File: config.mk
export PLATFORM = sky130hd
export DESIGN_NAME = store_buffer_flat
export DESIGN_NICKNAME = d
export VERILOG_FILES = /design/src/rtl/store_buffer_if.sv /design/src/rtl/store_buffer.sv /design/src/flat_wrapper.sv
export SDC_FILE = /design/constraint.sdc
export NUM_CORES = 2
export LEC_CHECK = 0
export BUFFER_PORTS_ARGS = -buffer_cell sky130_fd_sc_hd__buf_4
export CAP_MARGIN = 40
export CORE_UTILIZATION = 40
export DETAILED_ROUTE_END_ITERATION = 10
export MAX_ROUTING_LAYER = met4
export SYNTH_ARGS = -nofsm -noshare
export SYNTH_HDL_FRONTEND = slang
export SYNTH_SLANG_ARGS = --single-unit
export TNS_END_PERCENT = 10
File: constraint.sdc
create_clock -name clk -period 10.45 [get_ports clk]
set_input_delay 0.5225 -clock clk [delete_from_list [all_inputs] [get_ports clk]]
set_output_delay 0.5225 -clock clk [all_outputs]
set_load 0.03 [all_outputs]
File: src/rtl/store_buffer_if.sv
// Handshake bundle between the store buffer and its commit, bus and LSU neighbours.
// The slave modport is the store buffer's view; the master modport is the environment's view.
interface store_buffer_if #(
  parameter int ADDR_WIDTH     = 32,
  parameter int SIZE_WIDTH     = 2,
  parameter int REG_DATA_WIDTH = 32
);
  logic                      commit_stbuf_valid;
  logic [ADDR_WIDTH-1:0]     commit_stbuf_addr;
  logic [SIZE_WIDTH-1:0]     commit_stbuf_size;
  logic [REG_DATA_WIDTH-1:0] commit_stbuf_data;
  logic                      stbuf_commit_ready;

  logic [ADDR_WIDTH-1:0]     stbuf_bus_write_addr;
  logic [SIZE_WIDTH-1:0]     stbuf_bus_write_size;
  logic [REG_DATA_WIDTH-1:0] stbuf_bus_write_data;
  logic                      stbuf_bus_wr;
  logic                      bus_stbuf_write_ready;

  logic [ADDR_WIDTH-1:0]     lsu_stbuf_addr;
  logic [SIZE_WIDTH-1:0]     lsu_stbuf_size;
  logic [REG_DATA_WIDTH-1:0] stbuf_lsu_data;
  logic [3:0]                stbuf_lsu_mask;

  logic                      stbuf_empty;

  modport slave (
    input  commit_stbuf_valid, commit_stbuf_addr, commit_stbuf_size, commit_stbuf_data,
    output stbuf_commit_ready,
    output stbuf_bus_write_addr, stbuf_bus_write_size, stbuf_bus_write_data, stbuf_bus_wr,
    input  bus_stbuf_write_ready,
    input  lsu_stbuf_addr, lsu_stbuf_size,
    output stbuf_lsu_data, stbuf_lsu_mask,
    output stbuf_empty
  );

  modport master (
    output commit_stbuf_valid, commit_stbuf_addr, commit_stbuf_size, commit_stbuf_data,
    input  stbuf_commit_ready,
    input  stbuf_bus_write_addr, stbuf_bus_write_size, stbuf_bus_write_data, stbuf_bus_wr,
    output bus_stbuf_write_ready,
    output lsu_stbuf_addr, lsu_stbuf_size,
    input  stbuf_lsu_data, stbuf_lsu_mask,
    input  stbuf_empty
  );
endinterface

File: src/rtl/store_buffer.sv
// In-order store buffer: queues committed stores, drains one per cycle to the TCM
// write port, and forwards pending store bytes to younger loads.
module store_buffer #(
  parameter int DEPTH          = 4,
  parameter int PTR_WIDTH      = $clog2(DEPTH),
  parameter int ADDR_WIDTH     = 32,
  parameter int SIZE_WIDTH     = 2,
  parameter int REG_DATA_WIDTH = 32
) (
  input logic           clk,
  input logic           rst,
  store_buffer_if.slave sb
);

  localparam int LANES = 4;

  typedef logic [PTR_WIDTH:0] ptr_t;

  ptr_t                      head;
  ptr_t                      tail;
  logic [PTR_WIDTH-1:0]      head_idx;
  logic [PTR_WIDTH-1:0]      tail_idx;
  logic [DEPTH-1:0]          entry_valid;
  logic [ADDR_WIDTH-1:0]     entry_addr [DEPTH];
  logic [SIZE_WIDTH-1:0]     entry_size [DEPTH];
  logic [REG_DATA_WIDTH-1:0] entry_data [DEPTH];

  logic full;
  logic empty;
  logic enq;
  logic deq;

  logic [ADDR_WIDTH-1:0]     byte_addr;
  logic [ADDR_WIDTH-1:0]     offset;
  logic [PTR_WIDTH-1:0]      scan_idx;
  logic [4:0]                lane_sel;
  logic [REG_DATA_WIDTH-1:0] fwd_data;
  logic [LANES-1:0]          fwd_mask;

  assign head_idx = head[PTR_WIDTH-1:0];
  assign tail_idx = tail[PTR_WIDTH-1:0];

  // Same index with differing wrap bits means the tail has lapped the head.
  assign full  = (head[PTR_WIDTH] != tail[PTR_WIDTH]) && (head_idx == tail_idx);
  assign empty = (head == tail);
  assign enq   = sb.commit_stbuf_valid && !full;
  assign deq   = !empty && sb.bus_stbuf_write_ready;

  assign sb.stbuf_commit_ready   = !full;
  assign sb.stbuf_empty          = empty;
  assign sb.stbuf_bus_wr         = !empty;
  assign sb.stbuf_bus_write_addr = empty ? '0 : entry_addr[head_idx];
  assign sb.stbuf_bus_write_size = empty ? '0 : entry_size[head_idx];
  assign sb.stbuf_bus_write_data = empty ? '0 : entry_data[head_idx];

  always_ff @(posedge clk or negedge rst) begin
    if (!rst) begin
      head        <= '0;
      tail        <= '0;
      entry_valid <= '0;
      for (int k = 0; k < DEPTH; k++) begin
        entry_addr[k] <= '0;
        entry_size[k] <= '0;
        entry_data[k] <= '0;
      end
    end else begin
      if (enq) begin
        entry_addr[tail_idx]  <= sb.commit_stbuf_addr;
        entry_size[tail_idx]  <= sb.commit_stbuf_size;
        entry_data[tail_idx]  <= sb.commit_stbuf_data;
        entry_valid[tail_idx] <= 1'b1;
        tail                  <= tail + ptr_t'(1);
      end
      if (deq) begin
        entry_valid[head_idx] <= 1'b0;
        head                  <= head + ptr_t'(1);
      end
    end
  end

  // Entries are scanned oldest to youngest so a younger covering store overwrites the lane.
  always_comb begin
    fwd_data  = '0;
    fwd_mask  = '0;
    byte_addr = '0;
    offset    = '0;
    scan_idx  = '0;
    lane_sel  = '0;
    for (int i = 0; i < LANES; i++) begin
      if (i < (1 << sb.lsu_stbuf_size)) begin
        byte_addr = sb.lsu_stbuf_addr + ADDR_WIDTH'(i);
        for (int k = 0; k < DEPTH; k++) begin
          scan_idx = head_idx + PTR_WIDTH'(k);
          offset   = byte_addr - entry_addr[scan_idx];
          lane_sel = {offset[1:0], 3'b000};
          if (entry_valid[scan_idx] &&
              (offset < (ADDR_WIDTH'(1) << entry_size[scan_idx]))) begin
            fwd_mask[i]        = 1'b1;
            fwd_data[8*i +: 8] = entry_data[scan_idx][lane_sel +: 8];
          end
        end
      end
    end
  end

  assign sb.stbuf_lsu_data = fwd_data;
  assign sb.stbuf_lsu_mask = fwd_mask;

  commit_size_legal: assert property (@(posedge clk) disable iff (!rst)
    sb.commit_stbuf_valid |-> (sb.commit_stbuf_size != {SIZE_WIDTH{1'b1}}));

  lsu_size_legal: assert property (@(posedge clk) disable iff (!rst)
    sb.lsu_stbuf_size != {SIZE_WIDTH{1'b1}});

endmodule
File: src/flat_wrapper.sv
// flat-port wrapper written by rule: the top's interface ports become plain ports
module store_buffer_flat 
#(
  parameter int DEPTH          = 4,
  parameter int PTR_WIDTH      = $clog2(DEPTH),
  parameter int ADDR_WIDTH     = 32,
  parameter int SIZE_WIDTH     = 2,
  parameter int REG_DATA_WIDTH = 32
)
  (clk, rst, sb_commit_stbuf_valid, sb_commit_stbuf_addr, sb_commit_stbuf_size, sb_commit_stbuf_data, sb_stbuf_commit_ready, sb_stbuf_bus_write_addr, sb_stbuf_bus_write_size, sb_stbuf_bus_write_data, sb_stbuf_bus_wr, sb_bus_stbuf_write_ready, sb_lsu_stbuf_addr, sb_lsu_stbuf_size, sb_stbuf_lsu_data, sb_stbuf_lsu_mask, sb_stbuf_empty);
  store_buffer_if #(.ADDR_WIDTH(ADDR_WIDTH), .SIZE_WIDTH(SIZE_WIDTH), .REG_DATA_WIDTH(REG_DATA_WIDTH)) sb_i ();
  input logic clk;
  input logic rst;
  input wire logic [$bits(sb_i.commit_stbuf_valid)-1:0] sb_commit_stbuf_valid;
  input wire logic [$bits(sb_i.commit_stbuf_addr)-1:0] sb_commit_stbuf_addr;
  input wire logic [$bits(sb_i.commit_stbuf_size)-1:0] sb_commit_stbuf_size;
  input wire logic [$bits(sb_i.commit_stbuf_data)-1:0] sb_commit_stbuf_data;
  output wire logic [$bits(sb_i.stbuf_commit_ready)-1:0] sb_stbuf_commit_ready;
  output wire logic [$bits(sb_i.stbuf_bus_write_addr)-1:0] sb_stbuf_bus_write_addr;
  output wire logic [$bits(sb_i.stbuf_bus_write_size)-1:0] sb_stbuf_bus_write_size;
  output wire logic [$bits(sb_i.stbuf_bus_write_data)-1:0] sb_stbuf_bus_write_data;
  output wire logic [$bits(sb_i.stbuf_bus_wr)-1:0] sb_stbuf_bus_wr;
  input wire logic [$bits(sb_i.bus_stbuf_write_ready)-1:0] sb_bus_stbuf_write_ready;
  input wire logic [$bits(sb_i.lsu_stbuf_addr)-1:0] sb_lsu_stbuf_addr;
  input wire logic [$bits(sb_i.lsu_stbuf_size)-1:0] sb_lsu_stbuf_size;
  output wire logic [$bits(sb_i.stbuf_lsu_data)-1:0] sb_stbuf_lsu_data;
  output wire logic [$bits(sb_i.stbuf_lsu_mask)-1:0] sb_stbuf_lsu_mask;
  output wire logic [$bits(sb_i.stbuf_empty)-1:0] sb_stbuf_empty;
  assign sb_i.commit_stbuf_valid = sb_commit_stbuf_valid;
  assign sb_i.commit_stbuf_addr = sb_commit_stbuf_addr;
  assign sb_i.commit_stbuf_size = sb_commit_stbuf_size;
  assign sb_i.commit_stbuf_data = sb_commit_stbuf_data;
  assign sb_stbuf_commit_ready = sb_i.stbuf_commit_ready;
  assign sb_stbuf_bus_write_addr = sb_i.stbuf_bus_write_addr;
  assign sb_stbuf_bus_write_size = sb_i.stbuf_bus_write_size;
  assign sb_stbuf_bus_write_data = sb_i.stbuf_bus_write_data;
  assign sb_stbuf_bus_wr = sb_i.stbuf_bus_wr;
  assign sb_i.bus_stbuf_write_ready = sb_bus_stbuf_write_ready;
  assign sb_i.lsu_stbuf_addr = sb_lsu_stbuf_addr;
  assign sb_i.lsu_stbuf_size = sb_lsu_stbuf_size;
  assign sb_stbuf_lsu_data = sb_i.stbuf_lsu_data;
  assign sb_stbuf_lsu_mask = sb_i.stbuf_lsu_mask;
  assign sb_stbuf_empty = sb_i.stbuf_empty;
  store_buffer #(.DEPTH(DEPTH), .PTR_WIDTH(PTR_WIDTH), .ADDR_WIDTH(ADDR_WIDTH), .SIZE_WIDTH(SIZE_WIDTH), .REG_DATA_WIDTH(REG_DATA_WIDTH)) u_core (.clk(clk), .rst(rst), .sb(sb_i));
endmodule
# [Yosys cells after proc, flatten, opt, wreduce, memory -nomap -nowiden]
# Index checks and enable logic that the tools add are counted.
[word_totals] reg_bits=274 latchBits=0 ram_bits=0 rom_bits=0 in_bits=104 out_inout_bits=105 wordCells=228 memories=0
[op_classes] add_sub_neg=24 multipliers=0 n_div=0 magnitude_cmp=33 n_eq_ne=3 shifts=21 mux=100 bitwise=8 reduce_logical=24
[op_table] cell="2-to-1 mux 32 bit" count=19
[op_table] cell="binary-select mux 32 bit (select 2 bit)" count=8
[op_table] cell="less-than comparator 32 bit" count=16
[op_table] cell="indexed part select 32 x 6 -> 8 bit" count=16
[op_table] cell="subtractor 32 bit" count=16
[op_table] cell="bitwise mux 128 bit" count=2
[op_table] cell="2-to-1 mux 8 bit" count=20
[op_table] cell="<< shifter 1 x 2 -> 32 bit, first input constant" count=5
[op_table] cell="adder 32 x 2 -> 32 bit, second input constant" count=2
[op_table] cell="demux 32 bit (select 2 bit)" count=1
[op_table] cell="less-than comparator 3 x 32 -> 1 bit, first input constant" count=2
[op_table] cell="adder 32 x 1 -> 32 bit, second input constant" count=1
[op_table] cell="less-than comparator 1 x 32 -> 1 bit, first input constant" count=1
[op_table] cell="less-than comparator 2 x 32 -> 1 bit, first input constant" count=1
[op_table] cell="2-to-1 mux 1 bit" count=26
[op_table] cell="logical AND 1 bit" count=22
[op_table] cell="2-to-1 mux 2 bit" count=10
[op_table] cell="binary-select mux 2 bit (select 2 bit)" count=4
[op_table] cell="greater-or-equal comparator 3 bit, second input constant" count=5
[op_table] cell="less-than comparator 2 x 3 -> 1 bit, second input constant" count=5
[op_table] cell="inverter 2 -> 3 bit" count=5
[op_table] cell="binary-select mux 1 bit (select 2 bit)" count=4
[op_table] cell="bitwise mux 8 bit" count=1
[op_table] cell="2-to-1 mux 4 bit" count=2
[op_table] cell="other kinds (14)" count=19

# [Longest topological paths before layout]
[depth] word_depth=12 ltp_mapped=36 depth_no_buf=22

# [Worst setup path before layout]
# No wires, ideal clock.
[synth_timing] path_kind="flip-flop to output port" from="register u_core.head[0]" to="output sb_stbuf_lsu_data[5]" t_arrival_ns=10.690 required_ns=9.927 setup_slack_ns=-0.762 path_stages_with_launch=36 n_path_buf=18 cell_sequence="dfrtp_1 -> buf_6 -> buf_8 -> buf_2 -> clkbuf_1 -> clkbuf_1 -> buf_1 -> buf_1 -> clkbuf_1 -> inv_1 -> ha_1 -> buf_2 -> buf_2 -> buf_1 -> clkbuf_1 -> buf_1 -> buf_1 -> clkbuf_1 -> mux4_2 -> ha_1 -> fa_1 -> clkbuf_1 -> inv_1 -> clkbuf_1 -> ha_1 -> nand3_1 -> a2bb2oi_2 -> o211ai_1 -> nor4_1 -> o2111a_1 -> or4b_4 -> a2111oi_4 -> o2111ai_4 -> buf_6 -> and3_1 -> a311oi_1"
[synth_between] elab_chain_len=12 elab_cells_between_ends=76 cone_classes="7 x add/sub; 4 x order compare; 8 x shift; 49 x mux; 4 x bitwise; 4 x reduce/logical"
[synth_rtl] item="from (decl)" line_no="store_buffer.sv:19" source="ptr_t head;"
[synth_rtl] item="from (signal assigned)" line_no="store_buffer.sv:76" source="head <= head + ptr_t'(1);"
[synth_rtl] item="adder 2 x 1 -> 2 bit / inverter 2 -> 3 bit (equally long branches)"
[synth_rtl] item="inverter 2 -> 3 bit (not written as such) (tied with other cells)" line_no="store_buffer.sv:94, store_buffer.sv:97, store_buffer.sv:99"
[synth_rtl] item="binary-select mux 32 bit (select 2 bit) (tied with other cells)" line_no="store_buffer.sv:94" source="offset = byte_addr - entry_addr[scan_idx];"
[synth_rtl] item="2-to-1 mux 32 bit (not written as such) / 2-to-1 mux 2 bit (equally long branches)" line_no="store_buffer.sv:94, store_buffer.sv:97"
[synth_rtl] item="2-to-1 mux 32 bit (not written as such) (tied with other cells)" line_no="store_buffer.sv:94"
[synth_rtl] item="subtractor 32 bit (tied with other cells)" line_no="store_buffer.sv:94"
[synth_rtl] item="less-than comparator 32 bit / logical AND 1 bit (equally long branches)" line_no="store_buffer.sv:97, store_buffer.sv:96"
[synth_rtl] item="logical AND 1 bit / 2-to-1 mux 8 bit (equally long branches)" line_no="store_buffer.sv:96" source="if (entry_valid[scan_idx] &&"
[synth_rtl] item="2-to-1 mux 8 bit (2 in series)" line_no="store_buffer.sv:96"
[synth_rtl] item="2-to-1 mux 8 bit (*)" line_no="store_buffer.sv:96"
[synth_rtl] item="2-to-1 mux 8 bit (*)" line_no="store_buffer.sv:90" source="if (i < (1 << sb.lsu_stbuf_size)) begin"
[synth_rtl] item="to (decl)" line_no="flat_wrapper.sv:26" source="output wire logic [$bits(sb_i.stbuf_lsu_data)-1:0] sb_stbuf_lsu_data;"
# Every way passes the cells marked *; elsewhere a longest branch is shown, timed or not. The select of a mux whose other input is x is not followed.

# [Worst setup path in the final report]
[layout_timing] from="register u_core.head[0]" to="output sb_stbuf_lsu_data[18]"
# The elaborated chain is that of the path after synthesis.

==> impl_metrics.ini <==
[run_status]
status = completed

[clocking]
clock_path_buffers = 3
post_cts_buffers = 0
clk_pin_slew_ns = 0.07
postCtsResizedCells = 0
cts_root_buf = clkbuf_16
htreeDepth = 1
insertion_delay_ns = 0.65
cts_tree = yes
clock_sinks = 274
cts_hold_buf = 1
tritoncts.num_buffers = 31

[synthesis]
syn_nets = 6954
yosys.cell_types.count = 123
async_flop_share_pct = 100
synthCells = 6285
ys.warnings.count = 0
synth-edff-count = 0
syn_avg_cell_area_um2 = 8.46
syn_area_um2 = 53100
synth_ff_type = dfrtp_1
ys_seq_area_share_pct = 12.9
synth_seq_cells = 274

[worst_setup_path]
crit_path_max_incr_delay_ns = 0.80
crit_start = u_core.head[0]$_DFFE_PN0P_
path_buf_inv = 6
rrSetupSlack_ns = 7.11
path_max_fanout = 45
crit_required_ns = 9.93
r2r_cells = 7
end_kind = output pin
rr_startpoint = u_core.head[1]$_DFFE_PN0P_
worstReg2RegEnd = u_core.entry_data[41]$_DFFE_PN0P_
cp_top_family = compound AO/OA/AOI/OAI gates
crit_chain = buf_4 > buf_4 > mux4_2 > inv_1 > ha_1 > o21a_1 > o211a_1 > a31o_2 > a211oi_1 > o221ai_1 > a211oi_1 > o21bai_1 > and2_1 > o211ai_1 > buf_4 > nor4bb_2 > buf_2 > o2111ai_1 > a31oi_1 > buf_4
cpMostUsedCell = buf_4
cpMaxStageDelayCell = nor4bb_2
crit_type = register to output pin
critPathLaunchType = register
arrival_ns = 8.85

[finish]
drive_gt1_share_pct = 19.5
fin_nets = 7086
mostFrequentLayoutCells = ha_1 (547), a21oi_1 (492), nand2_1 (480), nor2_1 (444), o21ai_0 (384)
layout_commonest_cell = ha_1
area_delta_synth_final_pct = 12.5

[sta]
setup-tns-final_ns = 0
fmax_mhz = 107
rsz0062_at_grt = false
max_slew_margin_pct = 25.0
setup_viol = 0
hold_viol = 0
finalClockSkew_ns = 0.0189
slew_violations = 0
fin_crit_ns = 9.37
finalWorstSetupSlack_ns = 1.08
tightest_slew_ns = 1.12
timing.final.crit_share_pct = 89.7

[global_route]
grt_first_pass_wirelength_um = 420000
antenna_found_initial = 36
overflow = 0
grt.total_usage_pct = 45.4
grt_pass1_vias = 52600
grt_max_degree = 149

[die]
fp.dieH_um = 367
die_area_um2 = 134000
die_w_um = 367
boundaryPins = 209
start_util_pct = 40.4
coreArea_um2 = 132000
rows = 133

[detailed_routing]
drtIter0Drc = 8267
wl_met3_um = 36000
top_layer = met4
routedWlPerCell_um = 37.2
first_pass_iters = 9
routed-wl-met2_um = 126000
ant_nets = 0
vias = 57900
wl_met1_um = 123000
viasPerCell = 7.02
drc_errors = 0
drt-total-wl_um = 307000

[min_path]
holdPathEnd = u_core.entry_valid[0]$_DFF_PN0_
hold_start = sb_bus_stbuf_write_ready
hp-class = primary input to register
min_delay_path_depth = 2

[flow_run]
drv_cap = 0

[placed_design]
place_worst_setup_slack_ns = 1.69
place_congestion = 1.11
io_buffers = 208
post-dp-hpwl_um = 245000
-- metrics by stage --
step,hold WS [ns],std cells,util [%],instance area [um2]
after detailed placement,0.486,8134,44.3,58300
after global placement,0.483,8065,43.4,57100
after global routing,0.132,8241,45.4,59700
after floorplan,0.227,6285,-,53200
final,0.132,8254,45.4,59800
after CTS,0.119,8193,45.2,59600
-- synth_stat cells (29+ instances only) --
library cell | instances | area [um2]
ha_1 | 549 | 6870
a21oi_1 | 492 | 2460
nand2_1 | 484 | 1820
nor2_1 | 444 | 1670
o21ai_0 | 384 | 1920
mux2_2 | 319 | 3590
inv_1 | 304 | 1140
mux4_2 | 294 | 6620
dfrtp_1 | 274 | 6860
clkbuf_1 | 194 | 728
xnor2_1 | 188 | 1650
a21o_1 | 150 | 1130
nand3_1 | 135 | 676
nor3_1 | 124 | 621
nand4_1 | 122 | 763
o21a_1 | 112 | 841
xor2_1 | 110 | 963
mux2i_1 | 100 | 1000
nand2b_1 | 84 | 526
nor2b_1 | 79 | 494
and2_1 | 73 | 457
a211oi_1 | 71 | 533
a31oi_1 | 69 | 432
and3_1 | 61 | 382
o211ai_1 | 60 | 450
or3_1 | 58 | 363
o21bai_1 | 57 | 428
o2111ai_1 | 55 | 482
buf_1 | 52 | 195
nor4_1 | 47 | 294
a2111oi_0 | 44 | 385
a311oi_1 | 32 | 280
or2_2 | 29 | 181
-- cells by family (layout without fill, tap and decap cells) --
logic type	Yosys count	in the layout	share of synthesized area [%]
buffers and inverters	595	752	4.37
flip-flops	274	274	12.9
AO/OA/AOI/OAI	1916	1916	24.2
other	0	57	0
XOR/XNOR	302	302	5.09
adder cells (fa/ha/maj)	565	565	13.5
multiplexers	719	719	21.4
AND/OR/NAND/NOR	1914	1914	18.5
-- state kept, by name (all words and copies together) (netlist names) --
signal / cells
u_core.entry_addr: 128
u_core.entry_data: 128
u_core.entry_size: 8
u_core.entry_valid: 4
u_core.head: 3
u_core.tail: 3
-- how the worst max path moves through the flow --
stage	to	slack [ns]	cells after the start
detailed placement	sb_stbuf_lsu_data[30]	1.69	21
global placement	sb_stbuf_lsu_data[18]	1.41	20
global route	sb_stbuf_lsu_data[28]	0.68	18
CTS	sb_stbuf_lsu_data[30]	1.23	21
floorplan	sb_stbuf_lsu_data[5]	0.05	35
finish	sb_stbuf_lsu_data[18]	1.08	20
-- layer usage --
metal / global-route usage, % / vias up
met4: 28.3 / 0
li1: - / 24600
met2: 63.2 / 3692
met5: - / -
met3: 14.3 / 810
met1: 56.6 / 28800
-- area by class of cell --
cell class	instances	area [um2]
diodes	57	143
clock buffers	38	842
clock inverters	20	360
fillers	13000	71900
inverters	310	1160
multi-input cells	5416	44500
flip-flops and latches	274	6860
well taps	1755	2200
repair buffers	384	3660
Power is left out: the tool's default activity adds up to more than one toggle a clock period on the data nets, which glitch-free logic cannot reach.
